**src/rtl/reg_pkg.sv**
```systemverilog
// reg_pkg: shared constants and address-width helper for the register file.
package reg_pkg;
    localparam int wcount_bits = 8;
    localparam logic [wcount_bits-1:0] wcount_max = 8'd255;

    function automatic int addr_bits(input int n);
        return (n > 1) ? $clog2(n) : 1;
    endfunction
endpackage

```
**src/rtl/Reg.sv**
```systemverilog
// Reg: single storage word with write enable and asynchronous active-low clear.
module Reg #(
    parameter int bits = 4
) (
    input  logic            clk,
    input  logic            rstn,
    input  logic            wenable,
    input  logic [bits-1:0] wdata,
    output logic [bits-1:0] rdata
);
    always_ff @(posedge clk or negedge rstn)
        if (!rstn) rdata <= '0;
        else if (wenable) rdata <= wdata;
endmodule

```
**src/rtl/reg_file.sv**
```systemverilog
// reg_file: two-read one-write register file with optional zero register,
// write-to-read bypass and a saturating count of accepted writes.
module reg_file
    import reg_pkg::*;
#(
    parameter int bits     = 4,
    parameter int count    = 8,
    parameter int zero_reg = 0,
    parameter int bypass   = 0
) (
    input  logic                          clk,
    input  logic                          rstn,
    input  logic                          wenable,
    input  logic [addr_bits(count)-1:0]   waddr,
    input  logic [bits-1:0]               wdata,
    input  logic [addr_bits(count)-1:0]   raddr_a,
    output logic [bits-1:0]               rdata_a,
    input  logic [addr_bits(count)-1:0]   raddr_b,
    output logic [bits-1:0]               rdata_b,
    output logic [wcount_bits-1:0]        wcount
);
    localparam int aw = addr_bits(count);

    logic [bits-1:0] q [count];
    logic wacc;

    // A write counts only if it lands on a real, writable register.
    assign wacc = wenable && (int'(waddr) < count) && !(zero_reg != 0 && waddr == '0);

    for (genvar g = 0; g < count; g++) begin : g_word
        Reg #(.bits(bits)) u_reg (
            .clk(clk),
            .rstn(rstn),
            .wenable(wacc && waddr == aw'(g)),
            .wdata(wdata),
            .rdata(q[g])
        );
    end

    function automatic logic [bits-1:0] rd(input logic [aw-1:0] a);
        if (!rstn) return '0;
        if (bypass != 0 && wacc && a == waddr) return wdata;
        if (int'(a) >= count || (zero_reg != 0 && a == '0)) return '0;
        return q[a];
    endfunction

    assign rdata_a = rd(raddr_a);
    assign rdata_b = rd(raddr_b);

    always_ff @(posedge clk or negedge rstn)
        if (!rstn) wcount <= '0;
        else if (wacc && wcount != wcount_max) wcount <= wcount + 1'b1;
endmodule

```
**config.mk**
```make
export PLATFORM = sky130hd
export DESIGN_NAME = reg_file
export DESIGN_NICKNAME = d
export VERILOG_FILES = /design/src/rtl/reg_pkg.sv /design/src/rtl/Reg.sv /design/src/rtl/reg_file.sv
export SDC_FILE = /design/constraint.sdc
export NUM_CORES = 1
export LEC_CHECK = 0
export CAP_MARGIN = 25
export CORE_MARGIN = 2
export CORE_UTILIZATION = 55
export DETAILED_ROUTE_END_ITERATION = 10
export PLACE_DENSITY = 0.92
export SETUP_SLACK_MARGIN = 0.4
export SYNTH_ARGS = -nofsm -noshare
export SYNTH_HDL_FRONTEND = slang
export SYNTH_SLANG_ARGS = --single-unit
```
**constraint.sdc**
```tcl
create_clock -name clk -period 4.3 [get_ports clk]
set_input_delay 1.075 -clock clk [delete_from_list [all_inputs] [get_ports clk]]
set_output_delay 1.075 -clock clk [all_outputs]
set_load 0.02 [all_outputs]
```
# Word-level counts from Yosys, hierarchy flattened
# Cells that the tools add are included.
totals:
  reg_bits: 40
  inputBits: 16
  out_inout_bits: 16
  word_cells: 40
classes:
  addsub: 1
  magnitude_cmp: 2
  eq_ne: 8
  mux: 8
  bitwise_logic: 2
  n_reduce_logical: 10
op_table:
  columns: ["operator", "n"]
  rows:
  - ["4-bit binary-select mux with 3-bit select", 2]
  - ["4-bit 2-to-1 mux", 6]
  - ["3-bit == test, second input constant", 4]
  - ["1-bit logical AND", 9]
  - ["8-bit by 1-bit adder with 8-bit output, second input constant", 1]
  - ["4-bit greater-or-equal comparator, second input constant", 2]
  - ["8-bit != test, second input constant", 1]
  - ["3-bit inverter with 4-bit output", 2]
  - ["3-bit by 2-bit == test with 1-bit output, second input constant", 2]
  - ["3-bit by 1-bit == test with 1-bit output, second input constant", 1]
  - ["3-bit zero test", 1]

# Longest topological paths before layout
# Gate-level depths: netlist of the first run.
logic_depth:
  ltp_word: 5
  ltp_mapped: 4
  ltp_nobuf: 4

# Cells and area by module
# From an unflattened synthesis of the first run, not the netlist that was laid out.
hier_totals:
  hier_cells: 150
  hier_area_um2: 2190.9
by_module_without_submodules:
  columns: ["mod", "n_inst", "cells_per_inst", "area_each_um2", "seq_area_each_um2"]
  rows:
  - ["Reg", 8, 8, 145.1, 100.1]
  - ["reg_file", 1, 86, 1029.7, 200.2]

# Worst setup path after synthesis of the first run
# Ideal clock, no wire load.
synth_path:
  path_kind: "input port to output port"
  start: "in raddr_a[0]"
  end: "out rdata_a[0]"
  arrival_time_ns: 2.062
  t_required_ns: 3.225
  setup_slack_ns: 1.163
  path_stages: 4
  cell_sequence: "buf_2 -> mux4_2 -> mux2i_1 -> nor2_1"
synth_between:
  elab_chain_cells: 5
synth_lines:
  columns: ["item", "line_no", "source"]
  rows:
  - ["from (decl)", "reg_file.sv:16", "input logic [addr_bits(count)-1:0] raddr_a,"]
  - ["3-bit inverter with 4-bit output (implied by the code)", "reg_file.sv:44", "return q[a];"]
  - ["4-bit binary-select mux with 3-bit select", "reg_file.sv:44", null]
  - ["4-bit 2-to-1 mux (implied by the code) (2 in series)", "reg_file.sv:44", null]
  - ["4-bit 2-to-1 mux", "reg_file.sv:42", "if (bypass != 0 && wacc && a == waddr) return wdata;"]
  - ["to (decl)", "reg_file.sv:17", "output logic [bits-1:0] rdata_a,"]
# Every way passes these cells. The select of a mux whose other input is x is not followed.

# Worst setup path after layout of the first run
layout_path:
  start: "in raddr_b[1]"
  end: "out rdata_b[0]"
layout_between:
  elab_chain_cells: 5
layout_lines:
  columns: ["item", "line_no", "source"]
  rows:
  - ["from (decl)", "reg_file.sv:18", "input logic [addr_bits(count)-1:0] raddr_b,"]
  - ["3-bit inverter with 4-bit output (implied by the code)", "reg_file.sv:44", null]
  - ["4-bit binary-select mux with 3-bit select", "reg_file.sv:44", null]
  - ["4-bit 2-to-1 mux (implied by the code) (2 in series)", "reg_file.sv:44", null]
  - ["4-bit 2-to-1 mux", "reg_file.sv:42", null]
  - ["to (decl)", "reg_file.sv:19", "output logic [bits-1:0] rdata_b,"]
# Every way passes these cells. The select of a mux whose other input is x is not followed.

==> results of run 1 <==
[through the flow]
| stage | setup slack, ns | hold slack [ns] | total power, mW | cells |
|---|---|---|---|---|
| final | 0.451 | 0.530 | 1.24 | 231 |
| after global routing | 0.394 | 0.547 | 1.31 | 231 |
| after CTS | 0.395 | 0.537 | 1.24 | 231 |
| after detailed placement | 0.192 | 0.521 | 1.00 | 223 |
| after global placement | 0.236 | 0.511 | 0.965 | 223 |
| after floorplan | 1.16 | 0.491 | 0.818 | 148 |
[cell families after synthesis]
logic type / Yosys count / synth area share (%)
mux: 59 / 39.1
xor+xnor: 2 / 0.821
flops: 40 / 46.9
compound gates: 8 / 2.58
buf+inv: 8 / 1.58
fa+ha+maj: 1 / 0.586
simple gates: 30 / 8.44
[critical path, delay by kind of cell]
family | cells | cell delay (ns)
multiplexers | 2 | 0.69
AND/OR/NAND/NOR | 1 | 0.07
buffers and inverters | 3 | 0.93
[timing repair]
action,4_1_cts,5_1_grt
endpoints found under the hold margin,0,0
gates resized for setup,8,7
endpoints found under the setup margin,8,8
[per-layer routing]
metal | share of wire [%] | routed length [um] | global-route usage (%)
met1 | 37 | 1720 | 29.5
met2 | 53 | 2430 | 42.1
met3 | 8.6 | 395 | 7.33
met4 | 1.1 | 51 | 7.14
met5 | 0 | 0 | 0
[final timing paths]
| check | startpoint | to | slack, ns | cells past startpoint |
|---|---|---|---|---|
| setup / recovery | raddr_b[1] | rdata_b[0] | 0.45 | 6 |
| hold / removal | g_word[1].u_reg.rdata[1]$_DFFE_PN0P_ | g_word[1].u_reg.rdata[1]$_DFFE_PN0P_ | 0.53 | 1 |
| setup reg to reg | wcount[0]$_DFFE_PN0P_ | wcount[1]$_DFFE_PN0P_ | 2.61 | 4 |
| hold reg to reg | g_word[1].u_reg.rdata[1]$_DFFE_PN0P_ | g_word[1].u_reg.rdata[1]$_DFFE_PN0P_ | 0.53 | 1 |
| max in group asynchronous | rstn | g_word[1].u_reg.rdata[2]$_DFFE_PN0P_ | 3.12 | 2 |
| min in group asynchronous | rstn | g_word[0].u_reg.rdata[3]$_DFFE_PN0P_ | 0.83 | 2 |
[synth_stat cells]
cell	n
nor2_1	9
and3_1	1
ha_1	1
a21boi_0	1
buf_2	3
nand4_1	3
mux2i_1	8
nand3_1	3
nor3b_2	2
o21ai_0	1
mux2_2	35
nor3_1	1
xnor2_1	2
dfrtp_1	40
mux4_2	16
nor3_2	2
nand4b_1	3
and4_1	1
inv_1	1
nand2b_1	1
nand2_1	4
a21oi_1	1
a31oi_1	1
o211ai_1	1
o2111ai_1	1
o21a_1	1
clkbuf_1	4
o21bai_1	1
[power by group through the flow]
stage                     registers, mW  clock network, mW  logic [mW]
after global placement            0.566                  0       0.399
final                             0.574              0.251       0.413
after CTS                         0.571              0.257       0.415
after floorplan                   0.584                  0       0.234
after detailed placement          0.578                  0       0.422
after global routing              0.589              0.274       0.443
[layout make-up]
| class | instances | area, um^2 | area share, % |
|---|---|---|---|
| Multi-Input combinational cell | 100 | 1100 | 42.6 |
| Timing Repair Buffer | 34 | 325 | 12.6 |
| Tap cell | 48 | 60.1 | 2.33 |
| Clock buffer | 8 | 90.1 | 3.49 |
| Sequential cell | 40 | 1000 | 38.8 |
| Inverter | 1 | 3.75 | 0.145 |
[sequential cells by signal, indices dropped and copies added (netlist names)]
register / count
g_word.u_reg.rdata: 32
wcount: 8
==> results.py, run 1 <==
metrics = {
    "power": {
        "p_int_uw": 841,
        "power_frac_clock_pct": 20.3,
        "combPwrFrac_pct": 33.4,
        "p_leak_nw": 1.06,
        "swShare_pct": 32.1,
        "switching_power_uw": 397,
        "peakVddDrop_mv": 0.398,
        "p_seq_share_pct": 46.3,
        "powerDensity_nw_per_um2": 480,
    },
    "clock_network": {
        "cts_buffer_depth": 2,
        "clkTransAtPathRegs_ns": 0.07,
        "cts_buffers": 5,
        "cts_sinks": 40,
        "root_buffer": "clkbuf_8",
        "postCtsHoldBufs": 0,
        "postCtsSetupBuffers": 0,
        "cts_tree": "yes",
        "clkLatencyLatePin_ns": 0.29,
        "cts_max_level": 2,
    },
    "sta": {
        "finalHoldViolations": 0,
        "fin_crit_sh_pct": 89.5,
        "fmax_mhz": 260,
        "min_period_ns": 3.85,
        "setup_tns_ns": 0,
        "setup_viol": 0,
        "fin_skew_ns": 0.00160,
        "worstMarginPinSlew_ns": 0.504,
        "maxSlewHeadroom_pct": 66.2,
        "report.final.slew_viol_count": 0,
        "rsz0062_at_grt": "yes",
    },
    "place": {
        "placed_area_um2": 2490,
        "place.gp.congestion": 0.853,
        "io_buffer_count": 31,
        "dp_hpwl_um": 3420,
    },
    "worst_setup_path": {
        "critPathMaxFanout": 8,
        "cp-start-kind": "input port",
        "cp.required_ns": 3.22,
        "critical_path_class": "input port to output pin",
        "cp_slowest_cell": "mux4_2",
        "end_kind": "output pin",
        "worstPathCellList": "clkdlybuf4s50_1 -> buf_6 -> mux4_2 -> mux2i_1 -> nor2_1 -> clkdlybuf4s15_1",
        "cp_data_arrival_time_ns": 2.77,
        "slowest_delay_ns": 0.52,
    },
    "run": {
        "max_cap_violations": 0,
    },
    "outcome": {
        "outcome": "finished, final reports clean",
    },
    "yosys": {
        "syn_nets": 165,
        "synth_top_area_share_pct": 46.9,
        "synth_seq_area_share_pct": 46.9,
        "synthCells": 148,
        "synth.area.top_cells": "dfrtp_1 (47%), mux2_2 (18%), mux4_2 (17%)",
        "synth-seq-cells": 40,
        "yosysWarnings": 0,
        "syn-cell-area_um2": 2130,
        "postSynthAreaPerCell_um2": 14.4,
        "synth_top_area_cell": "dfrtp_1",
        "synth.distinct_cells": 28,
    },
    "final_layout": {
        "drive_gt1_share_pct": 36.1,
        "final_util_pct": 69.9,
        "num_antenna_cells": 0,
        "final.fill_count": 276,
        "most-common-layout-cells": "dfrtp_1 (40), mux2_2 (35), clkdlybuf4s50_1 (22)",
        "nets": 199,
        "final_common_cell": "dfrtp_1",
        "area_growth_pct": 20.9,
        "fin_area_um2": 2580,
    },
    "detailed_routing": {
        "vias": 1433,
        "avgRoutedWirePerCell_um": 19.9,
        "via_per_inst": 6.20,
        "antenna_left": 0,
        "drtIter0Drc": 102,
        "wirelength_um": 4590,
        "drc": 0,
        "drtPass1Iterations": 4,
    },
    "floorplan": {
        "die_width_um": 66.3,
        "start_util_pct": 57.9,
        "io_pins": 32,
        "die_area_um2": 4400,
        "core.rowCount": 22,
        "die_h_um": 66.3,
        "coreArea_um2": 3690,
    },
    "global_route": {
        "grt_max_degree": 41,
        "grt_use_total_pct": 24.4,
        "antenna_found_initial": 0,
        "overflow": 0,
        "grt_pass1_wl_um": 7640,
        "grt_pass1_vias": 1496,
    },
    "min_path": {
        "timing.hold.worst.class": "flip-flop to flip-flop",
    },
}
(Power assumes the default switching activity.)
==> run 2, diff against run 1 <==
Settings changed: CORE_UTILIZATION 55 to 54, PLACE_DENSITY 0.92 to 0.91.
Clock period 4.3 ns to 3.57 ns, I/O delays scaled along.
==> results.py, run 2 (synthesis gave the netlist of run 1 again) <==
metrics = {
    "final_layout": {
        "final.fill_count": 265,
        "most-common-layout-cells": "dfrtp_1 (40), mux2_2 (35), clkdlybuf4s50_1 (19)",
        "largest_register_ffs": 32,
        "drive_gt1_share_pct": 41.6,
        "reg_top3": "g_word.u_reg.rdata x32, wcount x8",
        "regMostFlops": "g_word.u_reg.rdata",
        "nets": 201,
        "final_common_cell": "dfrtp_1",
        "final_cells": 233,
        "area_growth_pct": 22.3,
        "final_util_pct": 69.7,
        "fin_area_um2": 2610,
        "num_antenna_cells": 0,
    },
    "floorplan": {
        "start_util_pct": 57.0,
        "die_width_um": 66.9,
        "coreArea_um2": 3740,
        "io_pins": 32,
        "die_area_um2": 4470,
        "core.rowCount": 22,
        "die_h_um": 66.9,
    },
    "global_route": {
        "met2_usage_pct": 39.4,
        "use_met3_pct": 5.41,
        "grt_pass1_wl_um": 7270,
        "use_met1_pct": 26.8,
        "grt_pass1_vias": 1469,
        "grt_max_degree": 41,
        "overflow": 0,
        "grt_use_total_pct": 23.1,
        "busiest_layer": "met2",
        "antenna_found_initial": 0,
    },
    "detailed_routing": {
        "drtIter0Drc": 46,
        "avgRoutedWirePerCell_um": 19.0,
        "via_per_inst": 6.01,
        "wirelength_um": 4430,
        "drc": 0,
        "vias": 1401,
        "drtPass1Iterations": 4,
        "antenna_left": 0,
    },
    "clock_network": {
        "postCtsHoldBufs": 0,
        "ctsResizeCount": 34,
        "cts_buffers": 5,
        "cts_tree": "yes",
        "clkTransAtPathRegs_ns": 0.07,
        "cts_buffer_depth": 2,
        "root_buffer": "clkbuf_8",
        "postCtsSetupBuffers": 0,
        "clkLatencyLatePin_ns": 0.30,
        "cts_sinks": 40,
        "cts_max_level": 2,
    },
    "sta": {
        "worst_slack_ns": 0.471,
        "min_period_ns": 3.10,
        "report.final.slew_viol_count": 0,
        "fmax_mhz": 323,
        "fin_skew_ns": 0.00748,
        "rsz0062_at_grt": "no",
        "fin_crit_sh_pct": 86.8,
        "maxSlewHeadroom_pct": 63.5,
        "finalHoldViolations": 0,
        "setup_viol": 0,
        "worstMarginPinSlew_ns": 0.544,
    },
    "worst_setup_path": {
        "end_kind": "output pin",
        "cp.required_ns": 2.68,
        "cp_data_arrival_time_ns": 2.21,
        "critPathMaxFanout": 8,
        "cp-start-kind": "input port",
        "critical_path_class": "input port to output pin",
    },
    "power": {
        "powerDensity_nw_per_um2": 568,
        "finalPower_mw": 1.48,
        "p_leak_nw": 1.08,
        "peakVddDrop_mv": 0.433,
    },
    "run": {
        "max_cap_violations": 0,
    },
    "place": {
        "placed_cells": 225,
        "pre_cts_ws_ns": -0.144,
        "placed_area_um2": 2560,
        "dp_hpwl_um": 3350,
        "io_buffer_count": 31,
        "place.gp.congestion": 0.843,
    },
    "min_path": {
        "timing.hold.worst.class": "flip-flop to flip-flop",
    },
    "outcome": {
        "outcome": "finished, final reports clean",
    },
}
## run 2: cell count changes in the layout (fill, tap and decap cells not counted), moves of 3 or more
cell and delta:
clkdlybuf4s50_1 -3, buf_2 +8, clkdlybuf4s15_1 -3, buf_12 +4
## run 2: metal layers
metal  vias to the layer above  share of wire [%]
li1                        647                  -
met1                       710                 41
met2                        35                 51
met3                         9                4.9
met4                         0                2.3
met5                         -                  0
## run 2: area by class of cell
| cell class | instances | area (um^2) | area share, % |
|---|---|---|---|
| timing repair buffer | 36 | 353 | 13.5 |
| clock inverter | 3 | 23.8 | 0.911 |
| tap | 48 | 60.1 | 2.30 |
| inverter | 1 | 3.75 | 0.144 |
| multi-input combinational | 100 | 1100 | 42.1 |
| sequential | 40 | 1000 | 38.4 |
| clock buffer | 5 | 68.8 | 2.64 |
## run 2: stage by stage
step	setup TNS, ns	hold WS [ns]
2_1_floorplan	0	0.491
3_3_place_gp	-0.820	0.503
3_5_place_dp	-0.992	0.521
4_1_cts	0	0.537
5_1_grt	0	0.555
6_report	0	0.534
## run 2: critical path, cell delays in order
cell	delay (ns)
clkdlybuf4s50_1	0.52
buf_12	0.14
mux4_2	0.29
mux2i_1	0.15
nor2_1	0.06
buf_2	0.16
## run 2: worst paths after layout
kind,from,endpoint,slack [ns],depth (start not counted)
worst max-delay path,raddr_b[2],rdata_b[1],0.47,6
worst min-delay path,wcount[0]$_DFFE_PN0P_,wcount[0]$_DFFE_PN0P_,0.53,1
worst max register to register,wcount[0]$_DFFE_PN0P_,wcount[1]$_DFFE_PN0P_,1.93,4
worst min register to register,wcount[0]$_DFFE_PN0P_,wcount[0]$_DFFE_PN0P_,0.53,1
max in group asynchronous,rstn,wcount[1]$_DFFE_PN0P_,2.57,2
min in group asynchronous,rstn,g_word[0].u_reg.rdata[3]$_DFFE_PN0P_,0.64,2
## run 2: report_power, final
group | total (mW) | switching, mW | internal [mW]
registers | 0.688 | 0.117 | 0.571
logic | 0.488 | 0.204 | 0.284
clock network | 0.305 | 0.167 | 0.138
total | 1.48 | 0.488 | 0.993
